**src/rtl/instr_fetch.sv**
```systemverilog
// Instruction fetch unit: PC, credit-limited memory requests, in-order instruction FIFO, branch redirect.
// Optional FETCH_PERF_EN adds stall/flush/drop performance counters.
module instr_fetch #(
  parameter logic [31:0] RESET_PC = 32'h0000_0000,
  parameter int          DEPTH    = 2
) (
  input  logic        clk,
  input  logic        rst_n,
  output logic        imemReq,
  output logic [31:0] imemAddr,
  input  logic        imemReady,
  input  logic        imemRvalid,
  input  logic [31:0] imemRdata,
  output logic        instrValid,
  input  logic        instrReady,
  output logic [31:0] instr,
  output logic [5:0]  opcode,
  output logic [31:0] instrPc,
  input  logic        branchTaken,
  input  logic [31:0] branchTarget
`ifdef FETCH_PERF_EN
  ,
  output logic [31:0] stallCycles,
  output logic [31:0] flushCount,
  output logic [31:0] dropCount
`endif
);

  localparam int AW = $clog2(DEPTH);
  localparam int CW = $clog2(DEPTH) + 1;

  logic [31:0]   pc_q, pc_d;
  logic [CW-1:0] outstanding_q, outstanding_d;
  logic [CW-1:0] drop_cnt_q, drop_cnt_d;
  logic [CW-1:0] count_q, count_d;
  logic [AW-1:0] wr_ptr_q, wr_ptr_d;
  logic [AW-1:0] rd_ptr_q, rd_ptr_d;
  logic [31:0]   fifo_instr_q [DEPTH];
  logic [31:0]   fifo_pc_q    [DEPTH];

  logic          credit, accept, resp_drop, push, pop;
  logic [31:0]   resp_pc;

  // Requests in flight plus buffered entries never exceed DEPTH, so the FIFO cannot overflow.
  assign credit    = ({1'b0, outstanding_q} + {1'b0, count_q}) < (CW+1)'(DEPTH);
  assign imemReq   = rst_n && credit;
  assign imemAddr  = pc_q;
  assign accept    = imemReq && imemReady;
  assign resp_drop = drop_cnt_q != '0;
  assign push      = imemRvalid && !resp_drop && !branchTaken;
  assign pop       = instrValid && instrReady && !branchTaken;
  // Non-discarded in-flight requests are consecutive words ending just below pc_q.
  assign resp_pc   = pc_q - (32'(outstanding_q) << 2);

  always_comb begin
    pc_d          = pc_q;
    outstanding_d = outstanding_q + CW'(accept) - CW'(imemRvalid);
    drop_cnt_d    = drop_cnt_q;
    count_d       = count_q + CW'(push) - CW'(pop);
    wr_ptr_d      = wr_ptr_q;
    rd_ptr_d      = rd_ptr_q;
    if (accept) pc_d = pc_q + 32'd4;
    if (imemRvalid && resp_drop) drop_cnt_d = drop_cnt_q - 1'b1;
    if (push) wr_ptr_d = wr_ptr_q + 1'b1;
    if (pop) rd_ptr_d = rd_ptr_q + 1'b1;
    if (branchTaken) begin
      pc_d       = branchTarget & ~32'h3;
      count_d    = '0;
      wr_ptr_d   = '0;
      rd_ptr_d   = '0;
      drop_cnt_d = outstanding_d;
    end
  end

  always_ff @(posedge clk or negedge rst_n) begin
    if (!rst_n) begin
      pc_q          <= RESET_PC;
      outstanding_q <= '0;
      drop_cnt_q    <= '0;
      count_q       <= '0;
      wr_ptr_q      <= '0;
      rd_ptr_q      <= '0;
    end else begin
      pc_q          <= pc_d;
      outstanding_q <= outstanding_d;
      drop_cnt_q    <= drop_cnt_d;
      count_q       <= count_d;
      wr_ptr_q      <= wr_ptr_d;
      rd_ptr_q      <= rd_ptr_d;
    end
  end

  always_ff @(posedge clk) begin
    if (push) begin
      fifo_instr_q[wr_ptr_q] <= imemRdata;
      fifo_pc_q[wr_ptr_q]    <= resp_pc;
    end
  end

  assign instrValid = count_q != '0;
  assign instr      = instrValid ? fifo_instr_q[rd_ptr_q] : 32'h0;
  assign instrPc    = instrValid ? fifo_pc_q[rd_ptr_q] : 32'h0;
  assign opcode     = instr[31:26];

`ifdef FETCH_PERF_EN
  logic [31:0] stall_cycles_q, stall_cycles_d;
  logic [31:0] flush_count_q, flush_count_d;
  logic [31:0] drop_count_q, drop_count_d;

  always_comb begin
    stall_cycles_d = stall_cycles_q;
    flush_count_d  = flush_count_q;
    drop_count_d   = drop_count_q;
    if ((imemReq && !imemReady) || !credit) stall_cycles_d = stall_cycles_q + 32'd1;
    if (branchTaken) flush_count_d = flush_count_q + 32'd1;
    if (imemRvalid && (resp_drop || branchTaken)) drop_count_d = drop_count_q + 32'd1;
  end

  always_ff @(posedge clk or negedge rst_n) begin
    if (!rst_n) begin
      stall_cycles_q <= '0;
      flush_count_q  <= '0;
      drop_count_q   <= '0;
    end else begin
      stall_cycles_q <= stall_cycles_d;
      flush_count_q  <= flush_count_d;
      drop_count_q   <= drop_count_d;
    end
  end

  assign stallCycles = stall_cycles_q;
  assign flushCount  = flush_count_q;
  assign dropCount   = drop_count_q;
`endif

endmodule

```
**config.mk**
```make
export PLATFORM = sky130hd
export DESIGN_NAME = instr_fetch
export DESIGN_NICKNAME = d
export VERILOG_FILES = /design/src/rtl/instr_fetch.sv
export SDC_FILE = /design/constraint.sdc
export NUM_CORES = 1
export LEC_CHECK = 0
export ABC_AREA = 1
export CORE_ASPECT_RATIO = 0.5
export CORE_UTILIZATION = 29
export CTS_BUF_LIST = sky130_fd_sc_hd__clkbuf_4
export DETAILED_ROUTE_END_ITERATION = 8
export SYNTH_ARGS = -nofsm -noshare
export SYNTH_HDL_FRONTEND = slang
export SYNTH_SLANG_ARGS = --single-unit
```
**constraint.sdc**
```tcl
create_clock -name clk -period 9.5 [get_ports clk]
set_input_delay 2.85 -clock clk [delete_from_list [all_inputs] [get_ports clk]]
set_output_delay 2.85 -clock clk [all_outputs]
set_load 0.05 [all_outputs]
```
# Word level (Yosys, flattened, before mapping)
# Memories as Yosys holds them, arrays and structs flattened.
# Cells that the tools add are included.
# word_totals
register_bits,40
mem_bits_rw,128
input_bits,70
wordCells,47
n_memories,2
# classes
addsub,10
order_cmp,1
mux,13
reduce_logical,15
# memory_table
name,depth,width,rd,rd_ports_with_merged_regs,write_ports,line,source
fifo_instr_q,2,32,1,0,1,38,logic [31:0] fifo_instr_q [DEPTH];
fifo_pc_q,2,32,1,0,1,39,logic [31:0] fifo_pc_q [DEPTH];
# op_table
operator,count
two-way mux 32 bit,4
adder 32 x 3 -> 32 bit (second input constant),1
subtractor 32 x 4 -> 32 bit,1
nonzero test 2 bit,6
logical AND 1 bit,7
two-way mux 1 bit,6
two-way mux 2 bit,3
adder 2 x 1 -> 2 bit,2
subtractor 2 x 1 -> 2 bit,2
adder 2 x 2 -> 3 bit,1
< comparator 3 x 2 -> 1 bit (second input constant),1
adder 1 bit (second input constant),2
logical NOT 1 bit,2
subtractor 2 x 1 -> 2 bit (second input constant),1

# Longest topological paths before layout
# Gate-level depths: netlist of run 1.
# logic_depth
depth_word,7
depth_mapped,12
ltp_nobuf,12

# Worst setup path before layout of run 1
# No wires, ideal clock.
# synth_path
path_type,input-to-output
from,input rst_n
to,output imemReq
arrival_time_ps,3996
t_required_ps,6650
setup_slack_ps,2654
cell_stages,1
path_cell_list,nor3b_1
# synth_via
elab_chain_cells,1
# synth_lines
item,line,source
from (decl),8,"input logic rst_n,"
logical AND 1 bit,46,assign imemReq = rst_n && credit;
to (decl),9,"output logic imemReq,"
# No other way between the ends.

# Worst setup path in the final report of run 1
# Ends and elaborated chain as after synthesis.

==> results of run 1 <==
metrics by stage:
step                worst slack (ns)  hold slack [ns]   util  instances
global route                    2.00            0.611  0.377       1452
detailed placement              2.08            0.561  0.367       1420
global placement                2.14            0.529  0.367       1420
finish                          2.14            0.582  0.377       1452
floorplan                       2.65            0.458      -        909
CTS                             2.09            0.583  0.377       1452
power by group:
group	internal (mW)	switching (mW)	total [mW]
registers	0.870	0.0889	0.959
logic	0.323	0.751	1.07
clock network	0.164	0.266	0.430
total	1.36	1.11	2.46
Yosys cell counts, drive strengths merged, types with 5 or more instances:
cell,number
nand2,323
edfxtp,124
nor2,105
inv,66
a21oi,64
nand3,52
dfrtp,38
xor2,28
o21ai,26
buf,25
clkbuf,20
ha,8
xnor2,6
o21bai,5
sequential cells by signal (all words and copies together) (netlist names):
register / count
rd_ptr_q: 1
wr_ptr_q: 1
imemAddr: 30
fifo_instr_q: 64
outstanding_q: 2
drop_cnt_q: 2
count_q: 2
fifo_pc_q: 60
kinds of logic after synthesis:
kind of cell,share of synthesized area
AO/OA/AOI/OAI,0.0650
flip-flops,0.568
buffers and inverters,0.0642
other,0.000456
AND/OR/NAND/NOR,0.249
adder cells (fa/ha/maj),0.0170
XOR/XNOR,0.0362
final cells by class:
type / count / area (µm²) / share of cell area
Clock buffer: 18 / 135 / 0.0129
Clock inverter: 14 / 150 / 0.0143
Inverter: 67 / 253 / 0.0241
Multi-Input combinational cell: 635 / 3060 / 0.292
Sequential cell: 162 / 4680 / 0.447
Tap cell: 382 / 478 / 0.0457
Timing Repair Buffer: 174 / 1720 / 0.164
path summary, 6_finish.rpt:
check                           start            to  cells after the start  slack, ns
max                             rst_n       imemReq                      4       2.14
min                          wr_ptr_q      wr_ptr_q                      1       0.58
max reg2reg                count_q[0]  imemAddr[10]                     10       6.94
min reg2reg                  wr_ptr_q      wr_ptr_q                      1       0.58
max in group asynchronous       rst_n      rd_ptr_q                      2       6.74
min in group asynchronous       rst_n   imemAddr[9]                      2       2.33
worst register-to-register path, cell delays in order (launching register included):
cell and delay [ns]:
dfrtp_1 0.46, nand2_1 0.08, inv_1 0.04, fa_1 0.48, nor2_1 0.19, nand3_1 0.18
nand2_2 0.38, inv_1 0.34, nand2_1 0.13, nand2_1 0.05, o21bai_1 0.15
per-layer routing:
| metal | wire length [µm] | up-vias | share of wire | track usage |
|---|---|---|---|---|
| met4 | 360 | 0 | 0.016 | 0.0518 |
| met2 | 11200 | 132 | 0.50 | 0.266 |
| met3 | 846 | 26 | 0.038 | 0.0264 |
| met1 | 9880 | 3178 | 0.44 | 0.196 |
| li1 | - | 3239 | - | - |
| met5 | 0 | - | 0 | 0 |
==> metrics.txt, run 1 <==
GPL Wtd Cong=about 0.86; fmax=about 0.14 GHz; total negative setup slack=0 ns; Initial Util=0.296; library cells used by synthesis=35; Seq/Total Area, Yosys=0.568; drt wl/cell=between 15 and 20 µm; CTS buffer count=17; status=complete, no violations; most frequent cells in the layout=nand2_1, clkdlybuf4s50_1, edfxtp_1, nor2_1; Die ar.=~29,000 µm²; Final Cell Area=10,500 µm²; Tmin final=~7.4 ns; Top delay family on crit path=buffers and inverters; setup repair bufs after CTS=0; Total Wirelength=approximately 22 mm; total grt overflow=0; kind of critical path=input pin to output port; DR pass1 iterations=5; Yosys top cell by area=edfxtp_1; H-tree depth=4; Worst Tran Pin Value=a little under 0.9 ns; CTS tree=built; post-synth top area share=0.453; vias in the first global route=between 6,000 and 7,000; Filler cells=2,766; RSZ-0062 raised after global routing=no; ANT nets after route=0; commonest non-fill, non-tap cell in the layout=nand2_1; CTS Buffer Depth=2; CTS root buffer=clkbuf_4; global-route wire length before repair=34.3 mm; #FFs+latches synth=~160; DP Wirelength=15.4 mm; Post-Synthesis Cells=906; Slew Limit Headroom=0.418; clock latency on the worst-skew pair=approximately 0.56 ns; gr usage total=0.154; yosys warns=0; worst path cell trace=buf_2 -> buf_4 -> nor3b_1 -> clkdlybuf4s50_1; IO buf count=167; Resized Gates After CTS=0; Post-Route Skew=about 0.027 ns; Synth async-reset ratio=0.235; VDD IR max=0.0872 mV; # diodes=0; DRC violations left=0; final setup fails=0; core area=about 28,000 µm²; # hold bufs at CTS=0; CP max FO=41; mean post-synth cell area=about 9.1 µm²; vias after detailed routing=6,575; top post-synthesis cells by area=edfxtp_1, nand2_1, dfrtp_1; Setup crit start kind=input pin; Critical Path End Type=output port; CTS sink cnt=between 150 and 200; Rows=43; Post-synth EDFFs=124; Die H=between 100 and 150 µm; top_reg_cell synth=edfxtp_1; MaxCap Viol Count=0; fin nets=1,137; pwr dens=235 nW/µm²; Die W=between 200 and 250 µm; fin crit share=0.774; P_leak=between 3 and 4 nW; area grow syn2layout=27.3%; Area after DPL=10,200 µm²; I/O pin total=~170; Slowest cell on crit path=clkdlybuf4s50_1; CP Data Required Time=6.65 ns; Final Hold Viols=0; vias per inst=between 4 and 5; initial DRC count=~430; Worst Path Arrival=4.51 ns; initial antenna violation count=0; worst min path class=flip-flop to flip-flop; largest net degree at the start of global routing=64; Pins Over Slew Limit=0; layout cells sized above 1=0.0720; overall power after layout=approximately 2.5 mW; Slowest Stage Delay on Critical Path=around 0.83 ns; Mapped Area=approximately 8000 µm²; Bufs and invs on worst path=3; clock-pin slew on the worst setup and hold paths=~0.15 ns
(Power assumes the default switching activity.)
==> run 2, diff against run 1 <==
Clock period 9.5 ns to 6.2 ns, I/O delays scaled along.
==> run 2 against run 1 <==
Compared with the run above:
- sequential share of layout area hardly changed
- combinational power up 54%
- clock skew hardly changed
- highest routed layer unchanged
- largest cell class unchanged
- count of clock-buffer cells in the layout grew 1
- global-route usage increased by 0.056 points
- sequential power rose by 53%
- register-to-register slack lost 3.3 ns
- setup slack lost 0.90 ns
- critical path type is now flip-flop to output port
- critical endpoint is now opcode[2]
==> metrics.txt, run 2 (synthesized netlist as in run 1, its figures left out) <==
initial antenna violation count=1 (+1); Worst Tran Pin Value=1.19 ns (+0.313 ns); Die W=240 µm (unchanged); VDD IR max=0.179 mV (+110%); P_sw=1.69 mW (+53%); fin nets=1,136 (-0.088%); CTS tree=built; MaxCap Viol Count=0 (unchanged); initial DRC count=407 (-4.5%); Final Hold Viols=0 (unchanged); fmax=~0.20 GHz; gr usage total=0.155 (+0.000561); most flop-heavy register=fifo_instr_q; Logic pwr share=0.437 (about the same); reg2reg end=imemAddr[18]; layout cells sized above 1=0.0720 (about the same); RSZ-0062 raised after global routing=no; Largest register FFs=64 (unchanged); Sw Share=0.447 (-0.00169); Resized Gates After CTS=0 (unchanged); I/O pin total=174 (unchanged); DR pass1 iterations=5 (unchanged); Pins Over Slew Limit=0 (unchanged); setup repair bufs after CTS=0 (unchanged); CP Data Required Time=4.34 ns (-2.31 ns); Rows=43 (unchanged); CTS buffer count=17 (unchanged); Hold Startpoint=wr_ptr_q; worst reg2reg path depth=6 (-4); Reg power frac=0.389 (about the same); largest net degree at the start of global routing=65 (+1.6%); most frequent cells in the layout=nand2_1, clkdlybuf4s50_1, edfxtp_1, nor2_1; clock latency on the worst-skew pair=0.56 ns (about the same); status=complete, no violations; IO buf count=167 (unchanged); P_leak=3.95 nW (-0.39%); Internal Power=2.09 mW (+54%); core area=27,800 µm² (unchanged); Post-Route Skew=0.0274 ns (+0.000480 ns); final setup fails=0 (unchanged); DRC violations left=0 (unchanged); clock-pin slew on the worst setup and hold paths=0.16 ns (about the same); CTS root buffer=clkbuf_4; H-tree depth=4 (unchanged); vias per inst=4.48 (-1.0%); global-route wire length before repair=34.6 mm (+0.85%); Total Wirelength=22.3 mm (+0.12%); RR Startpoint=outstanding_q[1]; overall power after layout=3.78 mW (+53%); Clk pwr share=0.174 (about the same); vias after detailed routing=6,513 (-0.94%); total grt overflow=0 (unchanged); worst-case hold slack=0.588 ns (+0.00566 ns); CTS Buffer Depth=2 (unchanged); Hold EP=wr_ptr_q; CP max FO=64 (+56%); pwr dens=361 nW/µm² (+53%); total negative setup slack=0 ns (unchanged); CTS sink cnt=162 (unchanged); Die ar.=29,100 µm² (unchanged); Hold Crit Depth=1 (unchanged); fin crit share=0.799; Setup crit start kind=flip-flop; Critical Path End Type=output port; DP Wirelength=15.3 mm (-0.79%); Slew Limit Headroom=0.209 (-0.209); drt wl/cell=15.3 µm (about the same); GPL Wtd Cong=0.846 (-1.2%); area grow syn2layout=27.3% (about the same); R2R setup slack=3.64 ns (-3.30 ns); # hold bufs at CTS=0 (unchanged); Die H=121 µm (unchanged); kind of critical path=flip-flop to output port; Worst Path Arrival=3.09 ns (-1.42 ns); commonest non-fill, non-tap cell in the layout=nand2_1; vias in the first global route=6,333 (-0.52%); Tmin final=4.95 ns; worst min path class=flip-flop to flip-flop; Initial Util=0.296 (unchanged); ANT nets after route=0 (unchanged)
run 2: metrics by stage:
step | instance area (µm²) | worst slack (ns) | utilization | cells
3_5_place_dp | 10200 | 1.34 | 0.366 | 1419
2_1_floorplan | 8240 | 0.964 | - | 909
3_3_place_gp | 10200 | 1.37 | 0.366 | 1419
6_report | 10500 | 1.25 | 0.377 | 1453
5_1_grt | 10500 | 0.951 | 0.377 | 1452
4_1_cts | 10500 | 1.11 | 0.377 | 1451
run 2: final cells by class:
class | instances | area (µm²)
diodes | 2 | 5.00
multi-input cells | 635 | 3060
flip-flops and latches | 162 | 4680
well taps | 382 | 478
repair buffers | 173 | 1710
clock inverters | 13 | 150
clock buffers | 19 | 143
fillers | 2801 | 17300
inverters | 67 | 253
run 2: layer usage:
layer | GRT usage | vias up | share of wire
li1 | - | 3246 | -
met1 | 0.199 | 3116 | 0.44
met3 | 0.0253 | 22 | 0.035
met4 | 0.0545 | 0 | 0.018
met2 | 0.264 | 129 | 0.51
met5 | 0 | - | 0
run 2: worst max-delay path by stage:
stage,from,end,depth (start not counted)
final,rd_ptr_q,opcode[2],4
after global routing,rd_ptr_q,instr[26],4
after CTS,rd_ptr_q,opcode[0],4
after detailed placement,rst_n,imemReq,3
after global placement,rst_n,imemReq,3
after floorplan,branchTaken,fifo_instr_q[0][0],4
run 2: critical path, cell delays in order, from the launching register on:
cell and delay [ns]:
dfrtp_2 0.44, inv_2 0.84, nand2_1 0.11, a21oi_1 0.27
clkdlybuf4s50_1 0.86
run 2: power by group through the flow:
stage | Sequential (mW) | Combinational, mW | Clock [mW]
final | 1.47 | 1.65 | 0.658
after global routing | 1.48 | 1.77 | 0.727
after CTS | 1.47 | 1.66 | 0.685
after detailed placement | 1.49 | 1.66 | 0
after global placement | 1.49 | 1.64 | 0
after floorplan | 1.57 | 1.02 | 0
